==> config.mk <==
export PLATFORM = sky130hd
export DESIGN_NAME = seven_seg_mux_ctrl
export DESIGN_NICKNAME = d
export VERILOG_FILES = /design/src/rtl/seven_seg_pkg.sv /design/src/rtl/seven_seg_decoder.sv /design/src/rtl/seven_seg_mux_ctrl.sv
export SDC_FILE = /design/constraint.sdc
export NUM_CORES = 1
export LEC_CHECK = 0
export ABC_AREA = 1
export CELL_PAD_IN_SITES_DETAIL_PLACEMENT = 0
export CELL_PAD_IN_SITES_GLOBAL_PLACEMENT = 1
export CORE_ASPECT_RATIO = 1.4
export CORE_MARGIN = 5
export CORE_UTILIZATION = 40
export DETAILED_ROUTE_END_ITERATION = 16
export PLACE_DENSITY = 0.9
export SYNTH_ARGS = -nofsm -noshare
export SYNTH_HDL_FRONTEND = slang
export SYNTH_SLANG_ARGS = --single-unit
==> constraint.sdc <==
create_clock -name CLK -period 2.2 [get_ports CLK]
set_input_delay 0.44 -clock CLK [delete_from_list [all_inputs] [get_ports CLK]]
set_output_delay 0.44 -clock CLK [all_outputs]
set_load 0.05 [all_outputs]
==> src/rtl/seven_seg_pkg.sv <==
// Shared constants for the multiplexed seven-segment driver: segment
// patterns (active-high, bit order g..a), the all-off bus value and the
// sequencing FSM encoding.
package seven_seg_pkg;

  typedef enum logic {
    BLANK = 1'b0,
    SHOW  = 1'b1
  } state_t;

  // Active-low value that leaves every segment dark.
  localparam logic [6:0] SEG_OFF = 7'h7F;

  localparam logic [6:0] SEG_HEX_0 = 7'b0111111;
  localparam logic [6:0] SEG_HEX_1 = 7'b0000110;
  localparam logic [6:0] SEG_HEX_2 = 7'b1011011;
  localparam logic [6:0] SEG_HEX_3 = 7'b1001111;
  localparam logic [6:0] SEG_HEX_4 = 7'b1100110;
  localparam logic [6:0] SEG_HEX_5 = 7'b1101101;
  localparam logic [6:0] SEG_HEX_6 = 7'b1111101;
  localparam logic [6:0] SEG_HEX_7 = 7'b0000111;
  localparam logic [6:0] SEG_HEX_8 = 7'b1111111;
  localparam logic [6:0] SEG_HEX_9 = 7'b1101111;
  localparam logic [6:0] SEG_HEX_A = 7'b1110111;
  localparam logic [6:0] SEG_HEX_B = 7'b1111100;
  localparam logic [6:0] SEG_HEX_C = 7'b0111001;
  localparam logic [6:0] SEG_HEX_D = 7'b1011110;
  localparam logic [6:0] SEG_HEX_E = 7'b1111001;
  localparam logic [6:0] SEG_HEX_F = 7'b1110001;

endpackage

==> src/rtl/seven_seg_decoder.sv <==
// Combinational hex nibble to active-high segment pattern (g..a).
module seven_seg_decoder
  import seven_seg_pkg::*;
(
  input  logic [3:0] nibble,
  output logic [6:0] pattern
);

  // Full hex decode; every nibble value maps to a defined pattern.
  always_comb begin
    pattern = 7'b0000000;
    case (nibble)
      4'h0:    pattern = SEG_HEX_0;
      4'h1:    pattern = SEG_HEX_1;
      4'h2:    pattern = SEG_HEX_2;
      4'h3:    pattern = SEG_HEX_3;
      4'h4:    pattern = SEG_HEX_4;
      4'h5:    pattern = SEG_HEX_5;
      4'h6:    pattern = SEG_HEX_6;
      4'h7:    pattern = SEG_HEX_7;
      4'h8:    pattern = SEG_HEX_8;
      4'h9:    pattern = SEG_HEX_9;
      4'hA:    pattern = SEG_HEX_A;
      4'hB:    pattern = SEG_HEX_B;
      4'hC:    pattern = SEG_HEX_C;
      4'hD:    pattern = SEG_HEX_D;
      4'hE:    pattern = SEG_HEX_E;
      4'hF:    pattern = SEG_HEX_F;
      default: pattern = 7'b0000000;
    endcase
  end

endmodule

==> src/rtl/seven_seg_mux_ctrl.sv <==
// Multiplexed N-digit seven-segment driver. A BLANK/SHOW sequencer walks
// the digits; each digit is preceded by an all-off gap to stop ghosting.
// Inputs are captured once per frame so a frame never mixes two values.
// Brightness is a 16-level PWM on the top four bits of the dwell counter.
module seven_seg_mux_ctrl
  import seven_seg_pkg::*;
#(
  parameter int DIGITS       = 2,
  parameter int DWELL_W      = 10,
  parameter int BLANK_CYCLES = 16
) (
  input  logic                  CLK,
  input  logic                  RST_N,
  input  logic [4*DIGITS-1:0]   din,
  input  logic [DIGITS-1:0]     dp_in,
  input  logic                  lz_suppress,
  input  logic [3:0]            brightness,
  output logic [6:0]            seg,
  output logic                  dp,
  output logic [DIGITS-1:0]     digit_sel,
  output logic                  frame_pulse
);

  localparam int IDX_W = (DIGITS > 1) ? $clog2(DIGITS) : 1;
  localparam logic [DWELL_W-1:0] CNT_MAX    = {DWELL_W{1'b1}};
  localparam logic [DWELL_W-1:0] BLANK_LAST = DWELL_W'(BLANK_CYCLES - 1);
  localparam logic [IDX_W-1:0]   IDX_LAST   = IDX_W'(DIGITS - 1);

  state_t               state_r, state_nxt_s;
  logic [DWELL_W-1:0]   cnt_r, cnt_nxt_s;
  logic [IDX_W-1:0]     idx_r, idx_nxt_s;
  logic                 load_s;

  logic [4*DIGITS-1:0]  din_snap_r;
  logic [DIGITS-1:0]    dp_snap_r;
  logic                 lz_snap_r;
  logic [3:0]           bright_snap_r;

  logic [3:0]           nibble_s;
  logic [6:0]           pattern_s;
  logic                 dp_bit_s;
  logic                 supp_s;
  logic                 zero_run_s;
  logic                 lit_s;

  logic [6:0]           seg_nxt_s;
  logic                 dp_nxt_s;
  logic [DIGITS-1:0]    sel_nxt_s;

  logic [6:0]           seg_r;
  logic                 dp_r;
  logic [DIGITS-1:0]    sel_r;
  logic                 frame_pulse_r;

  // Frame starts at the first gap of digit 0; this is the only capture point.
  assign load_s = (state_r == BLANK) && (idx_r == {IDX_W{1'b0}}) &&
                  (cnt_r == {DWELL_W{1'b0}});

  // Sequencer next state: gap, then dwell, then step to the next digit.
  always_comb begin
    state_nxt_s = state_r;
    cnt_nxt_s   = cnt_r + DWELL_W'(1);
    idx_nxt_s   = idx_r;
    case (state_r)
      BLANK: begin
        if (cnt_r == BLANK_LAST) begin
          state_nxt_s = SHOW;
          cnt_nxt_s   = {DWELL_W{1'b0}};
        end else begin
          state_nxt_s = BLANK;
        end
      end
      SHOW: begin
        if (cnt_r == CNT_MAX) begin
          state_nxt_s = BLANK;
          cnt_nxt_s   = {DWELL_W{1'b0}};
          idx_nxt_s   = (idx_r == IDX_LAST) ? {IDX_W{1'b0}} : idx_r + IDX_W'(1);
        end else begin
          state_nxt_s = SHOW;
        end
      end
      default: begin
        state_nxt_s = BLANK;
        cnt_nxt_s   = {DWELL_W{1'b0}};
        idx_nxt_s   = {IDX_W{1'b0}};
      end
    endcase
  end

  // Sequencer state register.
  always_ff @(posedge CLK or negedge RST_N) begin
    if (!RST_N) begin
      state_r <= BLANK;
      cnt_r   <= {DWELL_W{1'b0}};
      idx_r   <= {IDX_W{1'b0}};
    end else begin
      state_r <= state_nxt_s;
      cnt_r   <= cnt_nxt_s;
      idx_r   <= idx_nxt_s;
    end
  end

  // Per-frame snapshot of everything that affects what is displayed.
  always_ff @(posedge CLK or negedge RST_N) begin
    if (!RST_N) begin
      din_snap_r    <= {(4*DIGITS){1'b0}};
      dp_snap_r     <= {DIGITS{1'b0}};
      lz_snap_r     <= 1'b0;
      bright_snap_r <= 4'h0;
    end else if (load_s) begin
      din_snap_r    <= din;
      dp_snap_r     <= dp_in;
      lz_snap_r     <= lz_suppress;
      bright_snap_r <= brightness;
    end else begin
      din_snap_r    <= din_snap_r;
      dp_snap_r     <= dp_snap_r;
      lz_snap_r     <= lz_snap_r;
      bright_snap_r <= bright_snap_r;
    end
  end

  // Select the active digit's nibble and dp; a digit is a leading zero when
  // it and every more significant digit are zero (digit 0 always shows).
  always_comb begin
    nibble_s   = 4'h0;
    dp_bit_s   = 1'b0;
    supp_s     = 1'b0;
    zero_run_s = lz_snap_r;
    for (int i = DIGITS - 1; i >= 0; i--) begin
      zero_run_s = zero_run_s & (din_snap_r[4*i +: 4] == 4'h0);
      if (idx_r == IDX_W'(i)) begin
        nibble_s = din_snap_r[4*i +: 4];
        dp_bit_s = dp_snap_r[i];
        supp_s   = zero_run_s && (i != 0);
      end else begin
        nibble_s = nibble_s;
      end
    end
  end

  seven_seg_decoder u_decoder (
    .nibble  (nibble_s),
    .pattern (pattern_s)
  );

  // PWM: lit for the first `brightness` sixteenths of the dwell; 15 is solid.
  assign lit_s = (cnt_r[DWELL_W-1 -: 4] < bright_snap_r) || (bright_snap_r == 4'hF);

  // Output values for the current sequencer position, registered below.
  always_comb begin
    seg_nxt_s = SEG_OFF;
    dp_nxt_s  = 1'b1;
    sel_nxt_s = {DIGITS{1'b0}};
    if (state_r == SHOW) begin
      sel_nxt_s = DIGITS'(1'b1) << idx_r;
      if (lit_s) begin
        seg_nxt_s = supp_s ? SEG_OFF : ~pattern_s;
        dp_nxt_s  = ~dp_bit_s;
      end else begin
        seg_nxt_s = SEG_OFF;
        dp_nxt_s  = 1'b1;
      end
    end else begin
      sel_nxt_s = {DIGITS{1'b0}};
    end
  end

  // Output registers; frame_pulse follows the capture edge by one cycle.
  always_ff @(posedge CLK or negedge RST_N) begin
    if (!RST_N) begin
      seg_r         <= SEG_OFF;
      dp_r          <= 1'b1;
      sel_r         <= {DIGITS{1'b0}};
      frame_pulse_r <= 1'b0;
    end else begin
      seg_r         <= seg_nxt_s;
      dp_r          <= dp_nxt_s;
      sel_r         <= sel_nxt_s;
      frame_pulse_r <= load_s;
    end
  end

  assign seg         = seg_r;
  assign dp          = dp_r;
  assign digit_sel   = sel_r;
  assign frame_pulse = frame_pulse_r;

endmodule

After elaboration in Yosys (flattened, before gate mapping)
Memories as Yosys holds them, arrays and structs flattened.
Cells that the tools add are included.
- add/subtract/negate cells: 2
- magnitude comparators: 1
- eq/ne operators: 3
- shift-type cells: 1
- multiplexer cells: 16
- bitwise operators: 5
- reduce and logical (&&, ||, !) cells: 6
- operators by type and width (cell ; number):
    7-bit two-way mux ; 3
    10-bit two-way mux ; 2
    10-bit case mux with 2 select lines ; 1
    10-bit by 1-bit adder with 10-bit output (second input constant) ; 1
    10-bit equality test (second input constant) ; 1
    10-bit by 4-bit equality test with 1-bit output (second input constant) ; 1
    10-bit logical NOT ; 1
    1-bit two-way mux ; 7
    7-bit NOT ; 1
    4-bit equality test (second input constant) ; 1
    4-bit logical NOT ; 1
    4-bit less-than comparator ; 1
    4-bit two-way mux ; 1
    1-bit NOT ; 3
    1-bit logical AND ; 2
    2-bit two-way mux ; 1
    1-bit case mux with 2 select lines ; 1
    2-bit AND reduction ; 1
    1-bit by 1-bit << shifter with 2-bit output (first input constant) ; 1
    1-bit adder (second input constant) ; 1
    1-bit AND ; 1
    1-bit logical OR ; 1
- register bits: 38
- bits in read-only memories: 112
- input port bits: 17
- output and inout bits: 11
- logic and storage cells: 46
- memories: 1
- memories (name ; depth ; bits a word ; rd ports ; clocked after Yosys merged registers in ; write ports ; line ; source):
    (no name shown) ; 16 ; 7 ; 1 ; 0 ; 0 ; seven_seg_decoder.sv:12 ; case (nibble)

Depth between registers and ports, before layout
- word-level depth: 6
- mapped depth: 11

Hierarchy
A second synthesis with hierarchy kept.
- cell total of the unflattened synthesis: 270
- area total of the unflattened synthesis: 2078.2 um2
- by module, submodules not included (module ; times used ; cells an instance ; area each (um2)):
    seven_seg_mux_ctrl ; 1 ; 218 ; 1808.0
    seven_seg_decoder ; 1 ; 52 ; 270.3

Worst setup path after synthesis
Ideal clock, no wire load.
- path kind: register to register
- start: register idx_r
- end: register seg_r[3] (netlist: seg[3])
- library setup time: 0.088 ns
- arrival: 1.477 ns
- data required time: 2.112 ns
- path slack: 0.635 ns
- stages on the path, launching flop included: 12
- buffers on the path: 1
- period minus slack after synthesis: 1.565 ns
- path through: dfrtp_1 -> buf_4 -> inv_2 -> nand2_1 -> nand2_1 -> inv_2 -> ha_1 -> inv_1 -> nand3_1 -> nand2_1 -> a21oi_1 -> nand3_1
- word-level cells in the longest chain between the ends: 6
- RTL lines (item ; line ; source):
    from (decl) ; seven_seg_mux_ctrl.sv:31 ; logic [IDX_W-1:0] idx_r, idx_nxt_s;
    from (signal assigned) ; seven_seg_mux_ctrl.sv:95 ; idx_r <= {IDX_W{1'b0}};
    from (signal assigned) ; seven_seg_mux_ctrl.sv:99 ; idx_r <= idx_nxt_s;
    4-bit two-way mux ; seven_seg_mux_ctrl.sv:132 ; if (idx_r == IDX_W'(i)) begin
    memory read 16 x 7 bit ; - ;
    7-bit NOT ; seven_seg_mux_ctrl.sv:158 ; seg_nxt_s = supp_s ? SEG_OFF : ~pattern_s;
    7-bit two-way mux (*) ; seven_seg_mux_ctrl.sv:158 ;
    7-bit two-way mux (*) ; seven_seg_mux_ctrl.sv:157 ; if (lit_s) begin
    7-bit two-way mux (*) ; seven_seg_mux_ctrl.sv:155 ; if (state_r == SHOW) begin
    via seg_nxt_s[3] ; seven_seg_mux_ctrl.sv:46 ; logic [6:0] seg_nxt_s;
    to (signal assigned) ; seven_seg_mux_ctrl.sv:177 ; seg_r <= seg_nxt_s;
    to (decl) ; seven_seg_mux_ctrl.sv:50 ; logic [6:0] seg_r;
The timed path passes the listed nets; every way through them passes the cells marked *.
A chain may end at the register's enable or synchronous reset.

Worst setup path in the final report
- start: register seg_r[0] (netlist: seg[0])
- end: output port seg[0]
- RTL lines (item ; line ; source):
    to (decl) ; seven_seg_mux_ctrl.sv:18 ; output logic [6:0] seg,
No word-level cell between the ends.

==> summary.md <==
| Metric | Value |
|---|---|
| R2R Path Start | idx_r$_DFFE_PN0P_ |
| # rows | 31 |
| Total core area | a little over 5000 sq um |
| Worst Setup Path Type | reg2out |
| Sum Neg Setup Slack | 0 ns |
| 1st-pass router iterations | 4 |
| IO Pins | 28 |
| Fin area | approximately 2500 sq um |
| Initial core utilization | 0.407 |
| CP arrival | 1.60 ns |
| Worst min path class | in2async |
| CP Data Required Time | 1.76 ns |
| Nets | approximately 320 |
| Simple-gate share of the synthesized area | 0.349 |
| Register area share after synthesis | 0.462 |
| Unrepaired setup endpoints after global routing | no |
| Compound-Gate Fraction of Synth Area | 0.0313 |
| Critical Path Start Type | flop |
| Post-Syn Area per Cell | about 8.1 sq um |
| CP delay by family, top | buffers and inverters |
| CTS buffer count | 5 |
| Worst path slowest cell | clkdlybuf4s50_1 |
| Seq pwr share | 0.448 |
| Max-cap check violation count | 0 |
| Top post-synthesis cells by area | dfrtp_1 (36%), nand2_1 (16%), dfstp_2 (10%) |
| GP Congestion | 0.848 |
| Max_slew headroom | 0.448 |
| N_diodes | 0 |
| Sink Count | 38 |
| Switching part of the total | 0.227 |
| Yosys warns | 0 |
| FF+latch area | 961 sq um |
| Clock network fraction of design power | 0.436 |
| Fillers | 510 |
| Post-synthesis adder-cell area fraction | 0.0661 |
| Switching Power | about 0.38 mW |
| # Post-CTS Setup Buffers | 0 |
| Gate power share | 0.116 |
| Slew of the pin with the lowest slew margin | approximately 0.83 ns |
| Mapped Area | 2080 sq um |
| Top cell type's share of synthesized area | 0.361 |
| Fin. Hold Viols | 0 |
| Clk_skew | 0.00579 ns |
| Fmax | 491 MHz |
| Largest net degree at the start of global routing | 39 |
| DRC Markers | 0 |
| Cell Int Power | ~1.3 mW |
| Flops & latches, synth | 38 |
| Pwr dens | 658 nW/um^2 |
| Area delta synth->final | 22.3% |
| Syn Nets | 286 |
| Chip height | 95.4 um |
| Antenna violations before repair | 0 |
| WL final | 4150 um |
| Clock-pin slew on the worst setup and hold paths | 0.08 ns |
| CTS tree | built |
| Layout cells sized above 1 | 0.155 |
| Period utilization | 0.926 |
| Global route overflow | 0 |
| Via/cell ratio | 4.65 |
| Register-to-register setup slack | ~0.47 ns |
| Main combinational cell family by area after synthesis | simple AND/OR/NAND/NOR gates |
| Worst R2R Path Depth | 10 |
| Critical Path End Type | output pin |
| DP Wirelength | 3160 um |
| Hold Slack | 0.246 ns |
| Area of the multi-input gates | 972 sq um |
| Dominant cell type by area after synthesis | dfrtp_1 |
| Commonest cells after routing, fill and taps aside | nand2_1 (88), nand3_1 (33), dfrtp_1 (30) |
| Post-DP Area | 2400 sq um |
| Final max-slew violation count | 0 |
| WL/cell | 11.7 um |
| Post-synthesis mux area share | 0 |
| Max stage delay on crit path | 0.79 ns |
| Max FO, Critical Path | 1 |
| Bufs on Longest Clock Path | 2 |
| Worst-path cell chain | clkdlybuf4s50_1 |
| First-pass GRT wire length | 7470 um |
| Clock Latency Late Sink | a little under 0.3 ns |
| Worst path buffer plus inverter count | 1 |
| Chip Width | ~70 um |
| Via count | 1,655 |
| H-tree depth | 2 |
| Post-Syn Instances | 258 |
| Synth Area in XOR/XNOR | 0.0210 |
| Post-DRT Antenna Nets | 0 |
| End of the worst register-to-register path | seg[3]$_DFF_PN1_ |
| Die ar. | ~6800 sq um |
| Final min period | 2.04 ns |
| I/O Buffers | 27 |
| Finished Layout Cells | between 300 and 400 |
| Initial DRC Count | 82 |
| Peak VDD IR | 265 uV |
| Commonest non-fill, non-tap cell in the layout | nand2_1 |
| Tot GR Track Use | 0.138 |
| Final setup fails | 0 |
| Cts repair resizes | 0 |
| Hold-fix buffers at CTS | 0 |
| LEAKAGE | 1.33 nW |
| Unique masters post-synth | 26 |
| Vias in the first global route | around 1,700 |
| Root Buffer | clkbuf_8 |
| Status | finished clean |
| Placed Instances | roughly 350 |
-- per-layer routing --
layer | vias to the layer above | wire length [um] | global-route usage
met5 | - | 0 | 0
met4 | 0 | 106 | 0.0627
met2 | 31 | 2180 | 0.257
met1 | 755 | 1710 | 0.149
met3 | 10 | 148 | 0.0285
li1 | 859 | - | -
-- cell usage after synthesis --
library cell / number
nor2_4: 1
nor3_4: 1
o21ai_4: 1
a21oi_1: 6
o21ai_0: 1
o21ai_1: 1
ha_1: 11
buf_6: 1
nand2_2: 4
xor2_1: 5
nand3_2: 1
a22o_1: 1
dfstp_2: 8
nand2_1: 88
nand4_1: 1
nor2_2: 10
inv_1: 24
inv_2: 5
clkbuf_4: 1
buf_4: 2
nor2_1: 18
or2_4: 1
nand2_4: 2
inv_4: 1
dfrtp_1: 30
nand3_1: 33
-- cells by family (layout without fill, tap and decap cells) --
group,Yosys count,in the layout
and+or+nand+nor,160,160
AOI/OAI and AO/OA,10,10
xor gates and xnor gates,5,5
buffers and inverters,34,66
adders and majority gates,11,11
DFF,38,38
-- power by group through the flow --
stage | Clock [mW] | Sequential, mW | Combinational, mW
2_1_floorplan | 0 | 0.813 | 0.0623
3_3_place_gp | 0 | 0.762 | 0.193
3_5_place_dp | 0 | 0.763 | 0.196
4_1_cts | 0.751 | 0.750 | 0.197
5_1_grt | 0.770 | 0.754 | 0.213
6_report | 0.730 | 0.750 | 0.194
-- sequential cells by signal, summed over array words and instances, names as in the netlist --
signal         flops
dp_snap_r          2
frame_pulse        1
seg                7
dp                 1
bright_snap_r      4
din_snap_r         8
idx_r              1
lz_snap_r          1
digit_sel          2
state_r            1
cnt_r             10
-- cell type report --
type	count	share of cell area
clock buffers	6	0.0324
inverters	30	0.0452
repair buffers	28	0.107
well taps	66	0.0324
multi-input cells	186	0.382
clock inverters	2	0.0236
flip-flops and latches	38	0.377
-- worst max path at each step --
stage                                  from               end  depth (start not counted)
final                      seg[0]$_DFF_PN1_            seg[0]                          1
after floorplan           idx_r$_DFFE_PN0P_  seg[3]$_DFF_PN1_                         11
after CTS                  seg[0]$_DFF_PN1_            seg[0]                          1
after global placement     seg[0]$_DFF_PN1_            seg[0]                          1
after detailed placement   seg[0]$_DFF_PN1_            seg[0]                          1
after global routing       seg[5]$_DFF_PN1_            seg[5]                          1
-- metrics by stage --
| stage | power (mW) | utilization | worst slack [ns] |
|---|---|---|---|
| 6_report | 1.67 | 0.497 | 0.163 |
| 5_1_grt | 1.74 | 0.497 | 0.126 |
| 4_1_cts | 1.70 | 0.497 | 0.146 |
| 3_5_place_dp | 0.959 | 0.469 | 0.471 |
| 3_3_place_gp | 0.955 | 0.469 | 0.480 |
| 2_1_floorplan | 0.875 | - | 0.635 |
-- worst register-to-register path, cell delays in order (launching register included) --
cell	delay [ns]
dfrtp_1	0.54
inv_2	0.17
nand2_1	0.06
nand2_1	0.13
inv_2	0.09
ha_1	0.29
inv_1	0.05
nand3_1	0.08
nand2_1	0.05
a21oi_1	0.12
nand3_1	0.08
No activity file was read; power rests on OpenSTA's default activity.
